--- config.mk ---
export PLATFORM = sky130hd
export DESIGN_NAME = hex_entry_encoder
export DESIGN_NICKNAME = d
export VERILOG_FILES = /design/src/rtl/hex_entry_encoder.sv
export SDC_FILE = /design/constraint.sdc
export NUM_CORES = 1
export LEC_CHECK = 0
export CAP_MARGIN = 20
export CORE_ASPECT_RATIO = 0.75
export CORE_MARGIN = 10
export CORE_UTILIZATION = 40
export CTS_BUF_LIST = sky130_fd_sc_hd__clkbuf_2
export DETAILED_ROUTE_END_ITERATION = 6
export GPL_TIMING_DRIVEN = 0
export PLACE_DENSITY = 0.63
export SETUP_SLACK_MARGIN = 0.1
export SYNTH_ARGS = -nofsm -noshare
export SYNTH_HDL_FRONTEND = slang
export SYNTH_SLANG_ARGS = --single-unit
export TNS_END_PERCENT = 10
--- constraint.sdc ---
create_clock -name cmosClock -period 4.4 [get_ports cmosClock]
set_clock_uncertainty 0.1 [all_clocks]
set_input_delay 0.88 -clock cmosClock [delete_from_list [all_inputs] [get_ports cmosClock]]
set_output_delay 0.88 -clock cmosClock [all_outputs]
set_load 0.03 [all_outputs]
--- src/rtl/hex_entry_encoder.sv ---
`default_nettype none
// ============================================================================
//  Module      : hex_entry_encoder
//  Description : Debounced four-button hex byte editor with a committed-byte
//                valid/ready output port.
//  Revision    : 1.0 - initial release
// ============================================================================

module hex_entry_encoder #(
    parameter int DEBOUNCE_CYCLES = 250000
) (
    input  logic       cmosClock,
    input  logic       resetN,
    input  logic [3:0] pushButton,
    input  logic       dataReady,
    output logic [7:0] value,
    output logic       selectHigh,
    output logic [7:0] dataOut,
    output logic       dataValid
);

    localparam int                 c_CNT_W    = 20;
    localparam logic [c_CNT_W-1:0] c_CNT_LAST = c_CNT_W'(DEBOUNCE_CYCLES - 1);

    typedef enum logic [0:0] {
        ST_EDIT    = 1'b0,
        ST_PENDING = 1'b1
    } stateT;

    logic [3:0] r_syncMeta;
    logic [3:0] r_syncRaw;
    logic [3:0] w_syncPressed;
    logic [3:0] w_stable;
    logic [3:0] r_stableDly;
    logic [3:0] r_event;

    logic [7:0] r_value;
    logic       r_selectHigh;
    logic [7:0] r_dataOut;
    logic       r_dataValid;

    logic       w_inc;
    logic       w_dec;
    logic [3:0] w_nibble;
    logic [3:0] w_nibbleNext;
    logic [7:0] w_valueNext;

    stateT      r_state;
    stateT      w_stateNext;
    logic       w_capture;
    logic       w_release;

    // Raw buttons idle high, so the synchronizer resets to the released level.
    always_ff @(posedge cmosClock or negedge resetN) begin
        if (!resetN) begin
            r_syncMeta <= 4'hF;
            r_syncRaw  <= 4'hF;
        end else begin
            r_syncMeta <= pushButton;
            r_syncRaw  <= r_syncMeta;
        end
    end

    assign w_syncPressed = ~r_syncRaw;

    generate
        for (genvar g = 0; g < 4; g++) begin : g_debounce
            logic [c_CNT_W-1:0] r_count;
            logic               r_stable;

            always_ff @(posedge cmosClock or negedge resetN) begin
                if (!resetN) begin
                    r_count  <= '0;
                    r_stable <= 1'b0;
                end else if (w_syncPressed[g] != r_stable) begin
                    if (r_count == c_CNT_LAST) begin
                        r_stable <= w_syncPressed[g];
                        r_count  <= '0;
                    end else begin
                        r_count <= r_count + 1'b1;
                    end
                end else begin
                    r_count <= '0;
                end
            end

            assign w_stable[g] = r_stable;
        end
    endgenerate

    // Rising edge of the stable level gives one event per press, none on release.
    always_ff @(posedge cmosClock or negedge resetN) begin
        if (!resetN) begin
            r_stableDly <= 4'h0;
            r_event     <= 4'h0;
        end else begin
            r_stableDly <= w_stable;
            r_event     <= w_stable & ~r_stableDly;
        end
    end

    assign w_inc = r_event[0] & ~r_event[1];
    assign w_dec = r_event[1] & ~r_event[0];

    // Edits target the nibble selected before any coincident toggle.
    always_comb begin
        w_nibble     = r_selectHigh ? r_value[7:4] : r_value[3:0];
        w_nibbleNext = w_nibble;
        if (w_inc) begin
            w_nibbleNext = w_nibble + 4'd1;
        end else if (w_dec) begin
            w_nibbleNext = w_nibble - 4'd1;
        end
        w_valueNext = r_selectHigh ? {w_nibbleNext, r_value[3:0]}
                                   : {r_value[7:4], w_nibbleNext};
    end

    always_ff @(posedge cmosClock or negedge resetN) begin
        if (!resetN) begin
            r_value      <= 8'h00;
            r_selectHigh <= 1'b0;
        end else begin
            r_value      <= w_valueNext;
            r_selectHigh <= r_selectHigh ^ r_event[2];
        end
    end

    always_ff @(posedge cmosClock or negedge resetN) begin
        if (!resetN) begin
            r_state <= ST_EDIT;
        end else begin
            r_state <= w_stateNext;
        end
    end

    always_comb begin
        w_stateNext = r_state;
        w_capture   = 1'b0;
        w_release   = 1'b0;
        case (r_state)
            ST_EDIT: begin
                if (r_event[3]) begin
                    w_capture   = 1'b1;
                    w_stateNext = ST_PENDING;
                end
            end
            ST_PENDING: begin
                if (dataReady) begin
                    w_release   = 1'b1;
                    w_stateNext = ST_EDIT;
                end
            end
            default: begin
                w_stateNext = ST_EDIT;
            end
        endcase
    end

    // Capture uses the current value, so a coincident edit is not included.
    always_ff @(posedge cmosClock or negedge resetN) begin
        if (!resetN) begin
            r_dataOut   <= 8'h00;
            r_dataValid <= 1'b0;
        end else begin
            if (w_capture) begin
                r_dataOut   <= r_value;
                r_dataValid <= 1'b1;
            end else if (w_release) begin
                r_dataValid <= 1'b0;
            end
        end
    end

    assign value      = r_value;
    assign selectHigh = r_selectHigh;
    assign dataOut    = r_dataOut;
    assign dataValid  = r_dataValid;

endmodule

`default_nettype wire

==> results of run 1 <==
-- placed cells by master (no fill, tap or decap), types with 4 or more instances in the layout --
cell	n
sky130_fd_sc_hd__clkbuf_2	18
sky130_fd_sc_hd__ha_1	6
sky130_fd_sc_hd__and3_1	9
sky130_fd_sc_hd__dfrtp_1	111
sky130_fd_sc_hd__bufinv_16	6
sky130_fd_sc_hd__o21ai_0	13
sky130_fd_sc_hd__nand3_1	30
sky130_fd_sc_hd__dfstp_2	8
sky130_fd_sc_hd__a21oi_1	14
sky130_fd_sc_hd__nor4b_1	6
sky130_fd_sc_hd__mux2i_1	9
sky130_fd_sc_hd__buf_2	4
sky130_fd_sc_hd__nor3_1	19
sky130_fd_sc_hd__nand2_1	19
sky130_fd_sc_hd__xor2_1	16
sky130_fd_sc_hd__xnor2_1	49
sky130_fd_sc_hd__nand4_1	18
sky130_fd_sc_hd__inv_1	27
sky130_fd_sc_hd__nor4_1	15
sky130_fd_sc_hd__mux2_2	9
sky130_fd_sc_hd__nor4_2	7
sky130_fd_sc_hd__and4_1	8
sky130_fd_sc_hd__nor2_1	84
sky130_fd_sc_hd__a31o_2	5
sky130_fd_sc_hd__clkdlybuf4s50_1	23
-- cell type report --
cell class / count / area [sq um]
Buffer: 6 / 35.0
Clock buffer: 18 / 90.1
Clock inverter: 14 / 230
Fill cell: 1182 / 6900
Inverter: 27 / 101
Multi-Input combinational cell: 367 / 2360
Sequential cell: 119 / 2990
Tap cell: 171 / 214
Timing Repair Buffer: 26 / 279
-- timing repair --
| item | in CTS | in global routing |
|---|---|---|
| setup endpoints to repair | 0 | 0 |
| buffers inserted | 0 | 0 |
| hold endpoints to repair | 34 | 0 |
| gates resized for setup | 0 | 0 |
| hold buffers | 1 | 0 |
-- flip-flops by register name (all words and copies together), names as in the netlist --
signal               count
dataOut                  8
dataValid                1
g_debounce.r_count      80
g_debounce.r_stable      4
r_event                  4
r_stableDly              4
r_state                  1
r_syncMeta               4
r_syncRaw                4
selectHigh               1
value                    8
-- layer usage --
metal	track usage, %	vias up
li1	-	1918
met1	16.5	1889
met2	15.7	67
met3	4.00	10
met4	4.20	0
met5	0	-
-- cells by family (layout without fill, tap and decap cells) --
| logic type | after synthesis | in the layout |
|---|---|---|
| AND/OR/NAND/NOR | 230 | 230 |
| adder cells (fa/ha/maj) | 6 | 6 |
| multiplexers | 18 | 18 |
| flip-flops | 119 | 119 |
| buffers and inverters | 33 | 91 |
| XOR/XNOR | 65 | 65 |
| AO/OA/AOI/OAI | 48 | 48 |
-- report_power, final --
group	internal [mW]	switching (mW)	total (mW)
Combinational	0.0196	0.0420	0.0616
Clock	0.485	0.417	0.902
Sequential	1.11	0.0118	1.12
Total	1.61	0.471	2.09
-- final timing paths --
| path | to | cells past startpoint | start |
|---|---|---|---|
| setup / recovery | value[0] | 1 | value[0] |
| hold / removal | r_syncRaw[1] | 0 | r_syncMeta[1] |
| hold reg to reg | r_syncRaw[1] | 0 | r_syncMeta[1] |
| max in group asynchronous | r_syncMeta[2] | 3 | resetN |
| min in group asynchronous | g_debounce[3].r_count[11] | 2 | resetN |
| setup reg to reg | g_debounce[2].r_count[0] | 5 | g_debounce[2].r_count[11] |
-- metrics by stage --
stage	power (mW)	TNS, ps	hold WS (ps)	instances
floorplan	1.16	0	245	519
detailed placement	1.21	0	247	715
finish	2.09	0	262	748
CTS	2.12	0	270	748
global placement	1.20	-253780	246	714
global route	2.19	0	271	748
==> metrics.md, run 1 <==
| Metric | Value |
|---|---|
| Initial antenna violation count | 0 |
| Final setup violation count | 0 |
| Total Wirelength | 10300 um |
| Fin worst setup slack | 1530 ps |
| Run status | completed |
| Chip width | 155 um |
| Post-CTS clock slew at the launch and capture registers of the worst setup and hold paths | 180 ps |
| Maximum clock frequency | 349 MHz |
| IR Drop Worst-Case VDD | 0.186 mV |
| Final non-filler cell area | 6300 sq um |
| Cells traversed along the worst timing path | clkdlybuf4s50_1 |
| Transition at the pin with the smallest max-transition slack | 648 ps |
| Post-synthesis register bit count | 119 |
| Effective utilization at floorplan | 41.6% |
| Clock tree from TritonCTS | built |
| Synth area leaders | sky130_fd_sc_hd__dfrtp_1 (51%), sky130_fd_sc_hd__xnor2_1 (7.8%), sky130_fd_sc_hd__nor2_1 (5.7%) |
| Crit path capture type | output port |
| Setup repair after global routing missed its margin | false |
| R2R setup slack | 2250 ps |
| Area overhead of the layout relative to synthesis | 14.8% |
| Avg Synthesized Cell Area | 10.6 sq um |
| Multiplexer area fraction after synthesis | 3.49% |
| Overflow left after global routing | 0 |
| IO Pins | 25 |
| Arrival time at the worst endpoint | 1890 ps |
| Maximum cell stage delay along the critical path | 720 ps |
| Hold Path Class | reg -> reg |
| Number of buffers on the longest clock path | 2 |
| Share of the synthesized netlist area taken by xor and xnor gates | 10.4% |
| H-tree depth reported by CTS | 4 |
| Detailed router's first-iteration violation count | 263 |
| Number of clock buffers inserted by TritonCTS | 17 |
| Vertical die dimension | 121 um |
| Number of synthesis warnings | 0 |
| Max Used Layer | met4 |
| Vias after detailed routing | 3884 |
| Cells after Synth | 519 |
| # DRC | 0 |
| Wire length of the first global-routing pass | 18000 um |
| Total cell area at the placement stage | 5970 sq um |
| Global Route Usage Sum | 11.5% |
| Synth Cell Area | 5490 sq um |
| Power Dens Cells | 331 nW/um^2 |
| Basic-gate share of the synthesized area counting and, or, nand and nor cells | 22.3% |
| Synth async-reset ratio | 100% |
| Total number of clock tree sinks | 119 |
| Part of the cycle the worst path needs | 65.2% |
| Most used standard cell by instance count after synthesis | sky130_fd_sc_hd__dfrtp_1 |
| Final number of hold-violating endpoints | 0 |
| Met2 routed WL | 4260 um |
| Placeable core region | 13200 sq um |
| Number of antenna cells inserted | 0 |
| Cell with the largest stage delay on the worst path | sky130_fd_sc_hd__clkdlybuf4s50_1 |
| Most used DFF post-synth | sky130_fd_sc_hd__dfrtp_1 |
| Wirelength per Cell | 13.8 um |
| Final standard cell utilization of the core | 47.7% |
| WL met3 | 520 um |
| Kind of start point of the critical path | register |
| Area fraction in compound gates after synthesis | 5.52% |
| Shortest clock period the worst path allows after layout | 2870 ps |
| Combinational family with the most area after synthesis | simple AND/OR/NAND/NOR gates |
| WL met1 | 5430 um |
| Number of max-slew violations in the final report | 0 |
| FP Rows | 36 |
| Total die area | 18900 sq um |
| Largest net degree at the start of global routing | 82 |
| Net count after synthesis | 532 |
| Max-Slew Margin vs Limit | 56.5% |
| Clock root cell | sky130_fd_sc_hd__clkbuf_2 |
| Biggest fanout along the worst timing path | 6 |
| Drt first pass iters | 4 |
| Number of I/O port buffers | 24 |
| Top post-synthesis cells by count | sky130_fd_sc_hd__dfrtp_1 (111), sky130_fd_sc_hd__nor2_1 (84), sky130_fd_sc_hd__xnor2_1 (49) |
| Critical path's top delay family | buffers and inverters |
| Count of distinct cell types in the synthesized netlist | 43 |
| Cell accounting for the most synthesized area | sky130_fd_sc_hd__dfrtp_1 |
| Number of enable-type register cells in the synthesized netlist | 0 |
| Critical path buffer and inverter count | 1 |
| Placer's final routability congestion estimate | 0.812 |
| Fraction of layout cells with a size suffix above 1 | 12.5% |
| Type of the setup path with the least slack | reg -> out |
| Static leakage | 2.59 nW |
| Register area share after synthesis | 54.4% |
| Antenna viol nets, final | 0 |
| Max-Cap Viols | 0 |
| Detailed Place HPWL | 7220 um |
| Total Nets Final | 577 |
| Detail-routed via count per cell | 5.19 |
| Pre-CTS worst setup slack | 2250 ps |
| Top-area cell type share of the netlist area | 50.6% |
| Clock latency at the later pin of the worst-skew pair | 670 ps |
| Adder and majority cell fraction of the synthesized area | 1.37% |
| Vias in the first global route | 3725 |
| Data required time of the critical path | 3420 ps |
No activity file was read; power rests on OpenSTA's default activity.
==> run 2: changes to the inputs <==
- clock period: 4.4 -> 3 ns (I/O delays scaled with it)
==> results of run 2 <==
The final DEF is identical to that of run 1. Status: completed.
Main changes from that run: setup slack after placement 2250 ps -> 879 ps; clock-pin slew on the worst setup and hold paths 180 ps -> 190 ps; setup slack after layout 1530 ps -> 411 ps; hold slack 262 ps -> 219 ps; register-to-register setup slack 2250 ps -> 850 ps; end point of the worst hold path r_syncRaw[1] -> r_syncMeta[3]; total power 2.09 mW -> 3.06 mW; worst IR drop on VDD 0.186 mV -> 0.272 mV
